### src/rtl/fifo_pkg.sv
// Shared types and constants for the FIFO read-side stream adapter.
// No logic here; consumed by fifo_rd_skid and fifo_rd_adapter.
// Backpressure is not applicable to a package.
package fifo_pkg;

    localparam int DEF_WIDTH = 4;   // default data word width
    localparam int OCC_W     = 2;   // occupancy counter width (holds 0..3)
    localparam int DEPTH     = 3;   // buffer entries

    typedef logic [OCC_W-1:0] occ_t;
    typedef logic [1:0]       ptr_t;

    // Circular pointer increment over DEPTH entries.
    function automatic ptr_t ptr_inc(input ptr_t p);
        return (p == ptr_t'(DEPTH - 1)) ? ptr_t'(0) : p + ptr_t'(1);
    endfunction

endpackage

### src/rtl/fifo_rd_skid.sv
// 3-entry in-order buffer that turns captured FIFO words into a valid/ready stream.
// Latency: a captured word is visible at the head the cycle after capture.
// Backpressure: holds the head while rd_rdy is low; the caller must not push when full.
module fifo_rd_skid
    import fifo_pkg::*;
#(
    parameter int WIDTH = DEF_WIDTH
) (
    input  logic             clk,
    input  logic             rst_n,
    input  logic             flush,
    input  logic             wr_vld,
    input  logic [WIDTH-1:0] wr_dat,
    input  logic             rd_rdy,
    output logic             rd_vld,
    output logic [WIDTH-1:0] rd_dat,
    output logic             xfer,
    output occ_t             occ
);

    logic [WIDTH-1:0] mem [DEPTH];
    ptr_t             wr_ptr;
    ptr_t             rd_ptr;
    occ_t             occ_q;
    logic             push;

    // Flush blocks both the capture and the handshake of the flush cycle.
    assign push   = wr_vld && !flush;
    assign rd_vld = (occ_q != occ_t'(0));
    assign rd_dat = mem[rd_ptr];
    assign xfer   = rd_vld && rd_rdy && !flush;
    assign occ    = occ_q;

    // Pointer and occupancy bookkeeping; push and pop together leave occupancy unchanged.
    always_ff @(posedge clk or negedge rst_n) begin
        if (!rst_n) begin
            wr_ptr <= '0;
            rd_ptr <= '0;
            occ_q  <= '0;
        end else if (flush) begin
            wr_ptr <= '0;
            rd_ptr <= '0;
            occ_q  <= '0;
        end else begin
            if (push) begin
                wr_ptr <= ptr_inc(wr_ptr);
            end
            if (xfer) begin
                rd_ptr <= ptr_inc(rd_ptr);
            end
            case ({push, xfer})
                2'b10:   occ_q <= occ_q + occ_t'(1);
                2'b01:   occ_q <= occ_q - occ_t'(1);
                default: occ_q <= occ_q;
            endcase
        end
    end

    // Word storage; cleared on reset so the head reads zero out of reset.
    always_ff @(posedge clk or negedge rst_n) begin
        if (!rst_n) begin
            for (int i = 0; i < DEPTH; i++) begin
                mem[i] <= '0;
            end
        end else if (push) begin
            mem[wr_ptr] <= wr_dat;
        end
    end

endmodule

### src/rtl/fifo_rd_adapter.sv
// Converts a FIFO read port (1-cycle read latency) into a valid/ready stream with a transfer count.
// Latency: 2 cycles from fifo_rd_en to m_valid when the buffer is empty; 1 word/cycle sustained.
// Backpressure: pops only while buffered + in-flight words < 3, so m_ready never reaches fifo_rd_en combinationally.
module fifo_rd_adapter
    import fifo_pkg::*;
#(
    parameter int WIDTH = DEF_WIDTH,
    parameter int CNT_W = 16
) (
    input  logic             rd_clk,
    input  logic             rd_rst,
    input  logic             fifo_empty,
    input  logic [WIDTH-1:0] fifo_data,
    output logic             fifo_rd_en,
    input  logic             flush,
    output logic             m_valid,
    output logic [WIDTH-1:0] m_data,
    input  logic             m_ready,
    output logic [CNT_W-1:0] rd_count
);

    localparam logic [OCC_W:0] DEPTH_L = DEPTH[OCC_W:0];
    localparam logic [CNT_W-1:0] CNT_ONE = {{(CNT_W-1){1'b0}}, 1'b1};

    logic             inflight;
    logic             run;
    logic             xfer;
    occ_t             occ;
    logic [OCC_W:0]   pending;
    logic [CNT_W-1:0] cnt_q;

    // Words already committed to the buffer: stored plus the one arriving this cycle.
    assign pending    = {1'b0, occ} + {{OCC_W{1'b0}}, inflight};
    // run holds the pop off until the first edge after reset release.
    assign fifo_rd_en = run && !fifo_empty && !flush && (pending < DEPTH_L);
    assign rd_count   = cnt_q;

    // Pop tracking: fifo_data is valid the cycle after a sampled pop.
    always_ff @(posedge rd_clk or negedge rd_rst) begin
        if (!rd_rst) begin
            run      <= 1'b0;
            inflight <= 1'b0;
        end else begin
            run      <= 1'b1;
            inflight <= fifo_rd_en;
        end
    end

    // Accepted-transfer counter, wraps naturally; flush-cycle handshakes are excluded by xfer.
    always_ff @(posedge rd_clk or negedge rd_rst) begin
        if (!rd_rst) begin
            cnt_q <= '0;
        end else if (xfer) begin
            cnt_q <= cnt_q + CNT_ONE;
        end
    end

    fifo_rd_skid #(
        .WIDTH (WIDTH)
    ) u_skid (
        .clk    (rd_clk),
        .rst_n  (rd_rst),
        .flush  (flush),
        .wr_vld (inflight),
        .wr_dat (fifo_data),
        .rd_rdy (m_ready),
        .rd_vld (m_valid),
        .rd_dat (m_data),
        .xfer   (xfer),
        .occ    (occ)
    );

endmodule
### config.mk
export PLATFORM = sky130hd
export DESIGN_NAME = fifo_rd_adapter
export DESIGN_NICKNAME = d
export VERILOG_FILES = /design/src/rtl/fifo_pkg.sv /design/src/rtl/fifo_rd_skid.sv /design/src/rtl/fifo_rd_adapter.sv
export SDC_FILE = /design/constraint.sdc
export NUM_CORES = 1
export LEC_CHECK = 0
export BUFFER_PORTS_ARGS = -buffer_cell sky130_fd_sc_hd__buf_2
export CAP_MARGIN = 20
export CORE_UTILIZATION = 51
export DETAILED_ROUTE_END_ITERATION = 8
export PLACE_DENSITY = 0.74
export REMOVE_ABC_BUFFERS = 1
export SYNTH_ARGS = -nofsm -noshare
export SYNTH_HDL_FRONTEND = slang
export SYNTH_HIERARCHICAL = 1
export SYNTH_SLANG_ARGS = --single-unit
### constraint.sdc
create_clock -name rd_clk -period 2.6 [get_ports rd_clk]
set_input_delay 0.39 -clock rd_clk [delete_from_list [all_inputs] [get_ports rd_clk]]
set_output_delay 0.39 -clock rd_clk [all_outputs]
set_load 0.1 [all_outputs]
# Word-level counts from Yosys, hierarchy flattened
# Index checks and enable logic that the tools add are counted.
[op_classes]
add_sub_neg = 6
magnitude_cmp = 4
eq_ne = 4
n_mux = 14
n_bitwise = 2
n_reduce_logical = 13
[op_table]
columns = ["operator", "n"]
rows = [
  ["16-bit by 1-bit adder with 16-bit output, second input constant", 1],
  ["2-bit two-way mux", 7],
  ["12-bit bitwise mux", 1],
  ["4-bit two-way mux", 3],
  ["4-bit binary-select mux with 2-bit select", 1],
  ["4-bit demux with 2-bit select", 1],
  ["1-bit logical AND", 7],
  ["2-bit by 1-bit adder with 2-bit output, second input constant", 3],
  ["2-bit == test, second input constant", 3],
  ["3-bit greater-or-equal comparator, second input constant", 2],
  ["2-bit inverter with 3-bit output", 2],
  ["2-bit nonzero test", 3],
  ["2-bit one-hot mux with 2 select lines", 1],
  ["2-bit by 1-bit adder with 3-bit output", 1],
  ["3-bit by 1-bit < comparator with 1-bit output, second input constant", 1],
  ["3-bit by 2-bit < comparator with 1-bit output, second input constant", 1],
  ["3-bit nonzero test", 1],
  ["2-bit by 1-bit == test with 1-bit output, second input constant", 1],
  ["1-bit zero test", 2],
  ["2-bit by 1-bit subtractor with 2-bit output, second input constant", 1],
]
[word_totals]
register_bits = 36
output_inout_bits = 22
wordCells = 52

# Longest topological paths before layout
# Gate-level depths: netlist of run 1.
[logic_depth]
word_depth = 6
mapped_depth = 5

# Modules after synthesis
# The synthesis of run 1 kept the hierarchy.
[modules_own_cells]
columns = ["mod", "instances", "cells_per_inst", "area_each_um2", "seq_area_each_um2"]
rows = [
  ["fifo_rd_skid", 1, 73, 883.3, 450.4],
  ["fifo_rd_adapter", 1, 66, 842.1, 450.4],
]

# Worst setup path after synthesis of run 1
# No wires, ideal clock.
[synth_path]
kind = "flip-flop to output port"
start = "register inflight"
end = "output fifo_rd_en"
t_arrival_ns = 2.797
slack_ns = -0.587
stages_incl_launch_ff = 5
path_buffers = 0
cell_sequence = "dfrtp_1 -> ha_1 -> ha_1 -> or4b_1 -> a21oi_1"
[synth_between]
elab_chain_cells = 3
[synth_lines]
columns = ["element", "line", "text"]
rows = [
  ["start: declaration", "fifo_rd_adapter.sv:25", "logic inflight;"],
  ["start signal: assignment", "fifo_rd_adapter.sv:45", "inflight <= fifo_rd_en;"],
  ["2-bit by 1-bit adder with 3-bit output", "fifo_rd_adapter.sv:33", "assign pending = {1'b0, occ} + {{OCC_W{1'b0}}, inflight};"],
  ["3-bit by 2-bit < comparator with 1-bit output", "fifo_rd_adapter.sv:35", "assign fifo_rd_en = run && !fifo_empty && !flush && (pending < DEPTH_L);"],
  ["1-bit logical AND", "fifo_rd_adapter.sv:35", ""],
  ["end: declaration", "fifo_rd_adapter.sv:14", "output logic fifo_rd_en,"],
]
# Every way passes these cells.

# Worst setup path in the final report of run 1
[layout_path]
start = "register u_skid.occ_q[0], in the netlist u_skid/occ[0]"
end = "output fifo_rd_en"
[layout_between]
elab_chain_cells = 3
[layout_lines]
columns = ["element", "line", "text"]
rows = [
  ["start: declaration", "fifo_rd_skid.sv:24", "occ_t occ_q;"],
  ["start signal: assignment", "fifo_rd_skid.sv:52", "2'b10: occ_q <= occ_q + occ_t'(1);"],
  ["start signal: assignment", "fifo_rd_skid.sv:53", "2'b01: occ_q <= occ_q - occ_t'(1);"],
  ["start signal: assignment", "fifo_rd_skid.sv:54", "default: occ_q <= occ_q;"],
  ["2-bit by 1-bit adder with 3-bit output", "fifo_rd_adapter.sv:33", ""],
  ["3-bit by 2-bit < comparator with 1-bit output", "fifo_rd_adapter.sv:35", ""],
  ["1-bit logical AND", "fifo_rd_adapter.sv:35", ""],
]
# Every way passes these cells.

==> Implementation_results.wiki, run 1 <==
{| class="wikitable"
! Metric !! Value
|-
| Via count of the first global-routing pass || between 1000 and 1500
|-
| Final setup violating endpoints || 0
|-
| Final Max Slew Viols || 0
|-
| Crit path kind || reg -> out
|-
| Post-synthesis register bit count || 36
|-
| Pin count of the biggest net entering global routing || 37
|-
| Syn Std Cell Area || ~1700 µm²
|-
| Number of search-and-repair iterations in the first detailed-routing pass || 4
|-
| Number of buffers on the longest clock path || 2
|-
| Die outline height || 60.17 µm
|-
| Final worst-path cycle share || 94.37%
|-
| Number of hold-slack violations in the final timing report || 0
|-
| Tightest Pin Transition || 0.7835 ns
|-
| Min-Delay Path Class || in -> async
|-
| Warnings, synthesis || 6
|-
| Most numerous cell types in the synthesized netlist || 36 x dfrtp_1, 14 x mux2_2, 10 x nand2_1
|-
| Clk sinks || 36
|-
| Post-layout net count || between 150 and 200
|-
| Crit path launch type || flip-flop
|-
| Initial core utilization || between 50 and 60%
|-
| Minimum setup slack after placement || 0.3796 ns
|-
| Number of placement rows || 20
|-
| Fin Clk Skew || about 0.012 ns
|-
| Final non-filler cell area || between 2000 and 2500 µm²
|-
| Endpoint class of the critical path || output port
|-
| Total placed instance area || 1944 µm²
|-
| TritonCTS clock tree || done
|-
| Share of cells above drive strength 1 || about two fifths
|-
| Maximum fanout along the worst path || 6
|-
| Final wirelength || 3.077 mm
|-
| Final worst-path setup slack || around 0.15 ns
|-
| Total DRC errors in the routed layout || 0
|-
| RSZ-0062 raised after global routing || false
|-
| Vias per Instance || 5.318
|-
| # fillers || about 250
|-
| Normalized max-slew margin || 47.77%
|-
| Port bufs || 30
|-
| GPL Wtd Cong || 0.7888
|-
| Wire length of the first global-routing pass || between 5 and 6 mm
|-
| Area taken by flip-flops and latches || around 900 µm²
|-
| Fmax achieved || about 0.4 GHz
|-
| Synth area leaders || dfrtp_1 52%, mux2_2 9.1%, xor2_1 4.6%
|-
| Number of standard cells after synthesis || 139
|-
| Number of ports placed on the die boundary || 31
|-
| Global-route usage over all layers || 19.95%
|-
| Power density normalized to cell area || slightly below 800 nW/µm²
|-
| Required arrival time at the worst endpoint || about 2.2 ns
|-
| Share of the synthesized area in the top cell type || approximately 52%
|-
| Inserted Clock Buffers || 5
|-
| Status || complete, no violations
|-
| Clock-pin slew on the worst setup and hold paths || around 0.11 ns
|-
| Clock latency at the later pin of the worst-skew pair || ~0.34 ns
|-
| Dpl hpwl || 2.170 mm
|-
| Highest ir drop seen on vdd || between 0.8 and 0.9 mV
|-
| Leakage power || about 1.0 nW
|-
| Antenna viol nets, final || 0
|-
| Signal arrival time at the worst endpoint || around 2.1 ns
|-
| Maximum level of the CTS H-tree || 2
|-
| Cell accounting for the most synthesized area || dfrtp_1
|-
| Area growth from synthesis to layout || 21.68%
|-
| Area of the placeable core || 3128 µm²
|-
| Count of inserted antenna diode cells || 0
|-
| Die area || roughly 3600 µm²
|-
| Share of async-settable or async-resettable flops after synthesis || 100.0%
|-
| Via Count || around 1200
|-
| Avg WL per Cell || around 14 µm
|-
| Library cells used by synthesis || 32
|-
| Final critical delay including setup and external delays || 2.454 ns
|-
| Number of violations reported at the end of detailed-routing iteration 0 || 28
|-
| Antenna violations before repair || 0
|-
| Dominant cell by count in the synthesized netlist || dfrtp_1
|-
| Max Cap Violations || 0
|-
| Register area share after synthesis || 52.21%
|-
| Average instance area after synthesis || approximately 12 µm²
|-
| Global-route congestion overflow total || 0
|-
| Die width || 60.17 µm
|-
| Multi-input gate area in the final layout || between 800 and 900 µm²
|-
| Number of enable-type register cells in the synthesized netlist || 0
|-
| Dominant synthesized flop cell || dfrtp_1
|-
| Root cell of the clock tree || clkbuf_4
|}
per-stage QoR:
stage | setup TNS [ns] | hold slack, ns | instances | power, mW | utilization (%)
floorplan | -3.016 | 0.09441 | 137 | 0.9875 | -
global placement | 0 | 0.4531 | 212 | 1.054 | 62.16
detailed placement | 0 | 0.4642 | 212 | 1.065 | 62.16
CTS | 0 | 0.1310 | 220 | 1.662 | 66.36
global route | 0 | 0.1649 | 223 | 1.705 | 67.12
finish | 0 | 0.1132 | 223 | 1.639 | 67.12
critical path: stages (launching register included):
cell and delay (ns):
dfrtp_1 0.45, ha_1 0.21, ha_1 0.17, or4b_1 0.48, a21oi_2 0.21, buf_12 0.21
logic make-up (layout without fill, tap and decap cells):
group	count (synthesis)	count (layout)	synth area share, %
AND/OR/NAND/NOR	50	50	21.18
flip-flops	36	36	52.21
multiplexers	20	20	12.62
XOR/XNOR	15	15	7.614
AO/OA/AOI/OAI	10	10	3.046
buffers and inverters	4	44	0.9424
adder cells (fa/ha/maj)	3	3	2.176
other	1	1	0.2173
power by group:
group | leakage [nW] | switching (mW) | total [mW] | internal (mW)
Sequential | 0.479 | 0.0464 | 0.652 | 0.606
Clock | 0.0654 | 0.188 | 0.584 | 0.396
Combinational | 0.490 | 0.319 | 0.403 | 0.0832
path summary, 6_finish.rpt:
path                                     from       endpoint  slack [ns]  cells after the start
worst max-delay path            u_skid/occ[0]     fifo_rd_en        0.15                      5
worst max register to register  u_skid/occ[0]    rd_count[8]        0.78                      6
max in group asynchronous              rd_rst       inflight        1.93                      1
worst min register to register   rd_count[15]   rd_count[15]        0.48                      1
worst min-delay path                   rd_rst  u_skid/occ[0]        0.11                      1
min in group rd_clk              fifo_data[1]  u_skid/mem[1]        0.30                      2
what timing repair did:
action | 4_1_cts | 5_1_grt
buffers inserted | 0 | 3
resized for setup | 1 | 1
hold buffers | 0 | 0
gates cloned | 0 | 0
pin swaps | 0 | 0
endpoints found under the setup margin | 1 | 1
sequential cells by signal, summed over array words and instances (netlist names):
| register | cells |
|---|---|
| inflight | 1 |
| rd_count | 16 |
| run | 1 |
| u_skid/mem | 12 |
| u_skid/occ | 2 |
| u_skid/rd_ptr | 2 |
| u_skid/wr_ptr | 2 |
layout by cell type (no fill, tap or decap), types with 5 or more instances in the layout:
master and count:
buf_2 29, clkbuf_4 5, dfrtp_1 35, mux2_2 14
mux2i_1 6, nand2_1 10, nor2_1 9, o21ai_0 6
xnor2_1 6, xor2_1 9
layer usage:
layer	GRT usage, %	vias to the layer above	share of wire (%)
met5	0	-	0
met4	8.306	0	1.9
met3	6.926	8	4.7
met2	33.28	27	50
met1	23.15	582	44
li1	-	569	-
cell type report:
cell class / instances / share of cell area (%)
clock inverter: 3 / 4.291
timing repair buffer: 34 / 9.297
multi-input combinational: 99 / 38.68
tap: 44 / 2.622
inverter: 2 / 0.3576
sequential: 36 / 42.97
clock buffer: 5 / 1.788
No activity file was read; power rests on OpenSTA's default activity.
==> run 2, diff against run 1 <==
==> constraint.sdc (replaced) <==
create_clock -name rd_clk -period 2.6 [get_ports rd_clk]
set_input_delay 0 -clock rd_clk [delete_from_list [all_inputs] [get_ports rd_clk]]
set_output_delay 0 -clock rd_clk [all_outputs]
set_load 0.1 [all_outputs]
==> Implementation_results.wiki, run 2 (synthesis results as in run 1) <==
{| class="wikitable"
! Metric !! Value
|-
| Setup slack of the most critical reg-to-reg path || 0.59 ns (was 0.78 ns)
|-
| Die area || 3620 µm² (unchanged)
|-
| Wire length of the first global-routing pass || 5.278 mm (was 5.126 mm)
|-
| Avg WL per Cell || 13.75 µm (was 13.80 µm)
|-
| Hold-critical path depth || 4
|-
| Number of buffers on the longest clock path || 2 (unchanged)
|-
| Number of hold-slack violations in the final timing report || 0 (unchanged)
|-
| Area of the placeable core || 3128 µm² (unchanged)
|-
| Root cell of the clock tree || clkbuf_4 (unchanged)
|-
| Min-Delay Path Class || in -> reg (was in -> async)
|-
| RSZ-0062 raised after global routing || false (unchanged)
|-
| Total placed instance area || 1922 µm² (was 1944 µm²)
|-
| Minimum setup slack after placement || 0.5581 ns (was 0.3796 ns)
|-
| Post-route non-filler standard cell count || 226 (was 223)
|-
| Number of placement rows || 20 (unchanged)
|-
| Inserted Clock Buffers || 5 (unchanged)
|-
| Normalized max-slew margin || 48.82% (was 47.77%)
|-
| Final Max Slew Viols || 0 (unchanged)
|-
| Via count of the first global-routing pass || 1182 (was 1189)
|-
| Clock latency at the later pin of the worst-skew pair || 0.33 ns (was 0.34 ns)
|-
| Share of cells above drive strength 1 || 35.16% (was 39.11%)
|-
| Die outline height || 60.17 µm (unchanged)
|-
| Final-layout setup total negative slack || 0 ns (unchanged)
|-
| Number of placed instances with taps included || 211 (was 212)
|-
| Post-layout net count || 193 (was 190)
|-
| Via Count || 1180 (was 1186)
|-
| Endpoint class of the critical path || output port (unchanged)
|-
| Maximum fanout along the worst path || 8 (was 6)
|-
| Number of flip-flops under the largest register name || 16 (unchanged)
|-
| Fmax achieved || 0.4306 GHz (was 0.4076 GHz)
|-
| Crit path kind || reg -> out (unchanged)
|-
| Final wirelength || 3.108 mm (was 3.077 mm)
|-
| Final worst-path cycle share || 89.33% (was 94.37%)
|-
| Post-route core utilization || 66.72% (was 67.12%)
|-
| Clock-pin slew on the worst setup and hold paths || 0.10 ns (was 0.11 ns)
|-
| Final setup violating endpoints || 0 (unchanged)
|-
| Final non-filler cell area || 2087 µm² (was 2100 µm²)
|-
| Status || complete, no violations (unchanged)
|-
| Pin count of the biggest net entering global routing || 37 (unchanged)
|-
| Area growth from synthesis to layout || 20.96% (was 21.68%)
|-
| Leading cell type in the layout, fill and taps excluded || dfrtp_1 (unchanged)
|-
| Count of inserted antenna diode cells || 0 (unchanged)
|-
| Critical R2R Capture || rd_count[8] (unchanged)
|-
| Final Total Pwr || 1.492 mW (was 1.639 mW)
|-
| Top library cells by usage in the layout, fill and taps aside || 36 x dfrtp_1, 30 x buf_2, 14 x mux2_2, 10 x nand2_1 (was 35 x dfrtp_1, 29 x buf_2, 14 x mux2_2, 10 x nand2_1)
|-
| Antenna viol nets, final || 0 (unchanged)
|-
| Required arrival time at the worst endpoint || 2.60 ns (was 2.21 ns)
|-
| GPL Wtd Cong || 0.7839 (was 0.7888)
|-
| Critical path capture point || fifo_rd_en (unchanged)
|-
| Highest ir drop seen on vdd || 0.5806 mV (was 0.8942 mV)
|-
| Total DRC errors in the routed layout || 0 (unchanged)
|-
| R2R depth || 5 (was 6)
|-
| Number of violations reported at the end of detailed-routing iteration 0 || 32 (was 28)
|-
| Start point of the critical path || inflight (was u_skid/occ[0])
|-
| # fillers || 260 (was 245)
|-
| Global-route usage over all layers || 20.23% (was 19.95%)
|-
| Antenna violations before repair || 0 (unchanged)
|-
| Leakage power || 1.027 nW (was 1.034 nW)
|-
| Signal arrival time at the worst endpoint || 2.32 ns (was 2.06 ns)
|-
| Die width || 60.17 µm (unchanged)
|-
| Initial core utilization || 55.16% (unchanged)
|-
| Clk sinks || 36 (unchanged)
|-
| TritonCTS clock tree || done (unchanged)
|-
| Crit path launch type || flip-flop (unchanged)
|-
| Final worst-path setup slack || 0.2774 ns (was 0.1464 ns)
|-
| Tightest Pin Transition || 0.7677 ns (was 0.7835 ns)
|-
| Number of ports placed on the die boundary || 31 (unchanged)
|-
| Worst-case hold slack || 0.02747 ns (was 0.1132 ns)
|-
| Fin Clk Skew || 0.008036 ns (was 0.01184 ns)
|-
| Start of the worst register-to-register path || u_skid/occ[1] (was u_skid/occ[0])
|-
| Number of resized instances in the post-cts repair step || 0 (was 1)
|-
| Dpl hpwl || 2.164 mm (was 2.170 mm)
|-
| Global-route congestion overflow total || 0 (unchanged)
|-
| Maximum level of the CTS H-tree || 2 (unchanged)
|-
| Power density normalized to cell area || 714.7 nW/µm² (was 780.6 nW/µm²)
|-
| Number of search-and-repair iterations in the first detailed-routing pass || 4 (unchanged)
|-
| Port bufs || 30 (unchanged)
|-
| Final critical delay including setup and external delays || 2.323 ns (was 2.454 ns)
|-
| Max Cap Violations || 0 (unchanged)
|-
| Vias per Instance || 5.221 (was 5.318)
|}
-- run 2: cell type report --
cell class | instances | area [µm²] | area share [%]
Sequential cell | 36 | 900.9 | 43.17
Multi-Input combinational cell | 99 | 808.3 | 38.73
Timing Repair Buffer | 37 | 220.2 | 10.55
Clock buffer | 7 | 65.06 | 3.118
Tap cell | 44 | 55.05 | 2.638
Clock inverter | 1 | 30.03 | 1.439
Inverter | 2 | 7.507 | 0.3597
-- run 2: how the worst min path moves through the flow --
stage / from / end / slack (ns)
after floorplan: rd_rst / inflight / -0.30
after global placement: rd_rst / u_skid/mem[9] / 0.11
after detailed placement: rd_rst / u_skid/mem[1] / 0.12
after CTS: m_ready / u_skid/occ[1] / 0.01
after global routing: m_ready / u_skid/occ[1] / 0.05
final: m_ready / u_skid/occ[1] / 0.03
-- run 2: power breakdown --
part	switching, mW	leakage [nW]	total [mW]	internal [mW]
clock	0.178	0.0515	0.433	0.255
sequential	0.0482	0.481	0.654	0.606
combinational	0.319	0.495	0.405	0.0853
total	0.545	1.03	1.49	0.946
-- run 2: worst max-delay path: stages, from the launching register on --
cell	delay, ns
dfrtp_1	0.49
ha_1	0.25
ha_1	0.18
or4b_1	0.46
a21oi_1	0.17
buf_2	0.45
-- run 2: what timing repair did --
action	4_1_cts	5_1_grt
hold buffers	7	0
buffers inserted	0	0
hold endpoints to repair	54	0
-- run 2: per-layer routing --
| layer | wire [µm] | track usage (%) | share of wire, % |
|---|---|---|---|
| met1 | 1410 | 24.52 | 45 |
| met2 | 1551 | 35.01 | 50 |
| met3 | 109 | 4.545 | 3.5 |
| met4 | 36 | 6.977 | 1.2 |
| met5 | 0 | 0 | 0 |
==> run 3, diff against run 2 <==
Settings changed: CORE_ASPECT_RATIO from default to 0.5, CTS_CLUSTER_SIZE from default to 16.
==> Implementation_results.wiki, run 3 (synthesis results as in run 1) <==
{| class="wikitable"
! Metric !! Value
|-
| Status || finished with violations (was complete, no violations)
|-
| Violations in the final reports || DRC
|-
| Crit path kind || reg -> out (unchanged)
|-
| Clock-pin slew on the worst setup and hold paths || 0.07 ns (was 0.10 ns)
|-
| Share of cells above drive strength 1 || 34.25% (was 35.16%)
|-
| Number of ports placed on the die boundary || 31 (unchanged)
|-
| Final critical delay including setup and external delays || 2.274 ns (was 2.323 ns)
|-
| Minimum setup slack after placement || 0.5833 ns (was 0.5581 ns)
|-
| # fillers || 253 (was 260)
|-
| Top library cells by usage in the layout, fill and taps aside || 36 x dfrtp_1, 30 x buf_2, 14 x mux2_2, 10 x nand2_1 (unchanged)
|-
| Area of the placeable core || 3100 µm² (was 3128 µm²)
|-
| Endpoint class of the critical path || output port (unchanged)
|-
| Post-CTS setup repair buffer count || 0 (unchanged)
|-
| Required arrival time at the worst endpoint || 2.60 ns (about the same)
|-
| Number of placement rows || 14 (was 20)
|-
| Worst-case hold slack || 0.09894 ns (was 0.02747 ns)
|-
| Maximum level of the CTS H-tree || 2 (unchanged)
|-
| Number of flip-flops under the largest register name || 16 (unchanged)
|-
| Clock latency at the later pin of the worst-skew pair || 0.27 ns (was 0.33 ns)
|-
| Max Cap Violations || 0 (unchanged)
|-
| Leakage power || 1.017 nW (was 1.027 nW)
|-
| Post-route core utilization || 66.59% (was 66.72%)
|-
| Global-route congestion overflow total || 0 (unchanged)
|-
| Die width || 84.26 µm (was 60.17 µm)
|-
| Die outline height || 43.13 µm (was 60.17 µm)
|-
| Met1 Wirelength || 1.480 mm (was 1.410 mm)
|-
| Fmax achieved || 0.4398 GHz (was 0.4306 GHz)
|-
| Final setup violating endpoints || 0 (unchanged)
|-
| Multi-input gate area in the final layout || 808.3 µm² (unchanged)
|-
| Final worst-path setup slack || 0.3263 ns (was 0.2774 ns)
|-
| Clk sinks || 36 (unchanged)
|-
| Final Max Slew Viols || 0 (unchanged)
|-
| Final wirelength || 3.115 mm (was 3.108 mm)
|-
| Pin count of the biggest net entering global routing || 37 (unchanged)
|-
| Avg WL per Cell || 14.10 µm (was 13.75 µm)
|-
| Dpl hpwl || 2.134 mm (was 2.164 mm)
|-
| Total DRC errors in the routed layout || 6 (was 0)
|-
| Number of buffers on the longest clock path || 2 (unchanged)
|-
| Signal arrival time at the worst endpoint || 2.27 ns (was 2.32 ns)
|-
| Crit path launch type || flip-flop (unchanged)
|-
| Post-layout net count || 193 (unchanged)
|-
| Tightest Pin Transition || 0.7964 ns (was 0.7677 ns)
|-
| Root cell of the clock tree || clkbuf_8 (was clkbuf_4)
|-
| Leading cell type in the layout, fill and taps excluded || dfrtp_1 (unchanged)
|-
| Number of hold-slack violations in the final timing report || 0 (unchanged)
|-
| Vias per Instance || 5.394 (was 5.221)
|-
| Area growth from synthesis to layout || 19.65% (was 20.96%)
|-
| Via count of the first global-routing pass || 1111 (was 1182)
|-
| Port bufs || 30 (unchanged)
|-
| Detailed route wirelength on metal3 || 132 µm (was 109 µm)
|-
| Count of inserted antenna diode cells || 0 (unchanged)
|-
| Wire length of the first global-routing pass || 5.230 mm (was 5.278 mm)
|-
| Power density normalized to cell area || 685.0 nW/µm² (was 714.7 nW/µm²)
|-
| Highest ir drop seen on vdd || 0.4230 mV (was 0.5806 mV)
|-
| Maximum fanout along the worst path || 8 (unchanged)
|-
| Number of violations reported at the end of detailed-routing iteration 0 || 83 (was 32)
|-
| GPL Wtd Cong || 0.7290 (was 0.7839)
|-
| Min-Delay Path Class || in -> reg (unchanged)
|-
| Fin Clk Skew || 0.003230 ns (was 0.008036 ns)
|-
| Normalized max-slew margin || 46.91% (was 48.82%)
|-
| RSZ-0062 raised after global routing || false (unchanged)
|-
| Via Count || 1192 (was 1180)
|-
| Final worst-path cycle share || 87.45% (was 89.33%)
|-
| Final-layout setup total negative slack || 0 ns (unchanged)
|-
| Antenna violations before repair || 0 (unchanged)
|-
| Routed length on met2 || 1.484 mm (was 1.551 mm)
|-
| Inserted Clock Buffers || 5 (unchanged)
|-
| Antenna viol nets, final || 0 (unchanged)
|-
| Number of search-and-repair iterations in the first detailed-routing pass || 6 (was 4)
|-
| Highest routed metal layer || met4 (unchanged)
|-
| TritonCTS clock tree || done (unchanged)
|-
| Die area || 3634 µm² (was 3620 µm²)
|-
| Initial core utilization || 55.65% (was 55.16%)
|-
| Global-route usage over all layers || 19.31% (was 20.23%)
|-
| Area taken by flip-flops and latches || 900.9 µm² (unchanged)
|}
-- run 3: cell types whose count changed in the layout (fill, tap and decap cells not counted) --
cell,previous run,this run
bufinv_16,1,0
clkinv_2,0,1
clkbuf_1,0,1
clkbuf_8,2,5
clkbuf_4,5,0
-- run 3: timing repair --
| action | in CTS | in global routing |
|---|---|---|
| endpoints found under the hold margin | 53 | 0 |
| hold buffers | 7 | 0 |
| resized for setup | 0 | 0 |
| endpoints found under the setup margin | 0 | 0 |
-- run 3: path summary, 6_finish.rpt --
kind	startpoint	end	slack, ns	depth (start not counted)
hold reg to reg	rd_count[15]	rd_count[15]	0.47	1
setup reg to reg	u_skid/occ[1]	rd_count[8]	0.58	5
setup / recovery	inflight	fifo_rd_en	0.33	5
min in group asynchronous	rd_rst	rd_count[1]	0.35	2
max in group asynchronous	rd_rst	u_skid/mem[10]	1.75	2
hold / removal	m_ready	u_skid/occ[1]	0.1	4
-- run 3: report_power, final --
part / internal, mW / leakage, nW / switching (mW)
clock: 0.182 / 0.0410 / 0.175
combinational: 0.0854 / 0.495 / 0.318
sequential: 0.606 / 0.481 / 0.0469
-- run 3: worst max-delay path, cell delays in order (launching register included) --
cell     delay, ns
dfrtp_1       0.49
ha_1          0.25
ha_1          0.17
or4b_1        0.45
a21oi_1       0.18
buf_2         0.46
-- run 3: final cells by class --
class	count	share of cell area (%)
inverter	2	0.3636
tap	40	2.424
clock buffer	6	3.515
multi-input combinational	99	39.15
sequential	36	43.64
timing repair buffer	37	10.67
clock inverter	1	0.2424
-- run 3: per-layer routing --
| metal | vias up | GRT usage [%] |
|---|---|---|
| li1 | 577 | - |
| met1 | 590 | 25.94 |
| met2 | 23 | 30.82 |
| met3 | 2 | 5.253 |
| met4 | 0 | 6.207 |
| met5 | - | 0 |
-- run 3: metrics by stage --
step,area [µm²],power (mW),cells
2_1_floorplan,1717,0.9875,137
4_1_cts,2064,1.434,221
5_1_grt,2064,1.484,221
3_3_place_gp,1917,1.055,207
3_5_place_dp,1917,1.059,207
6_report,2064,1.414,221
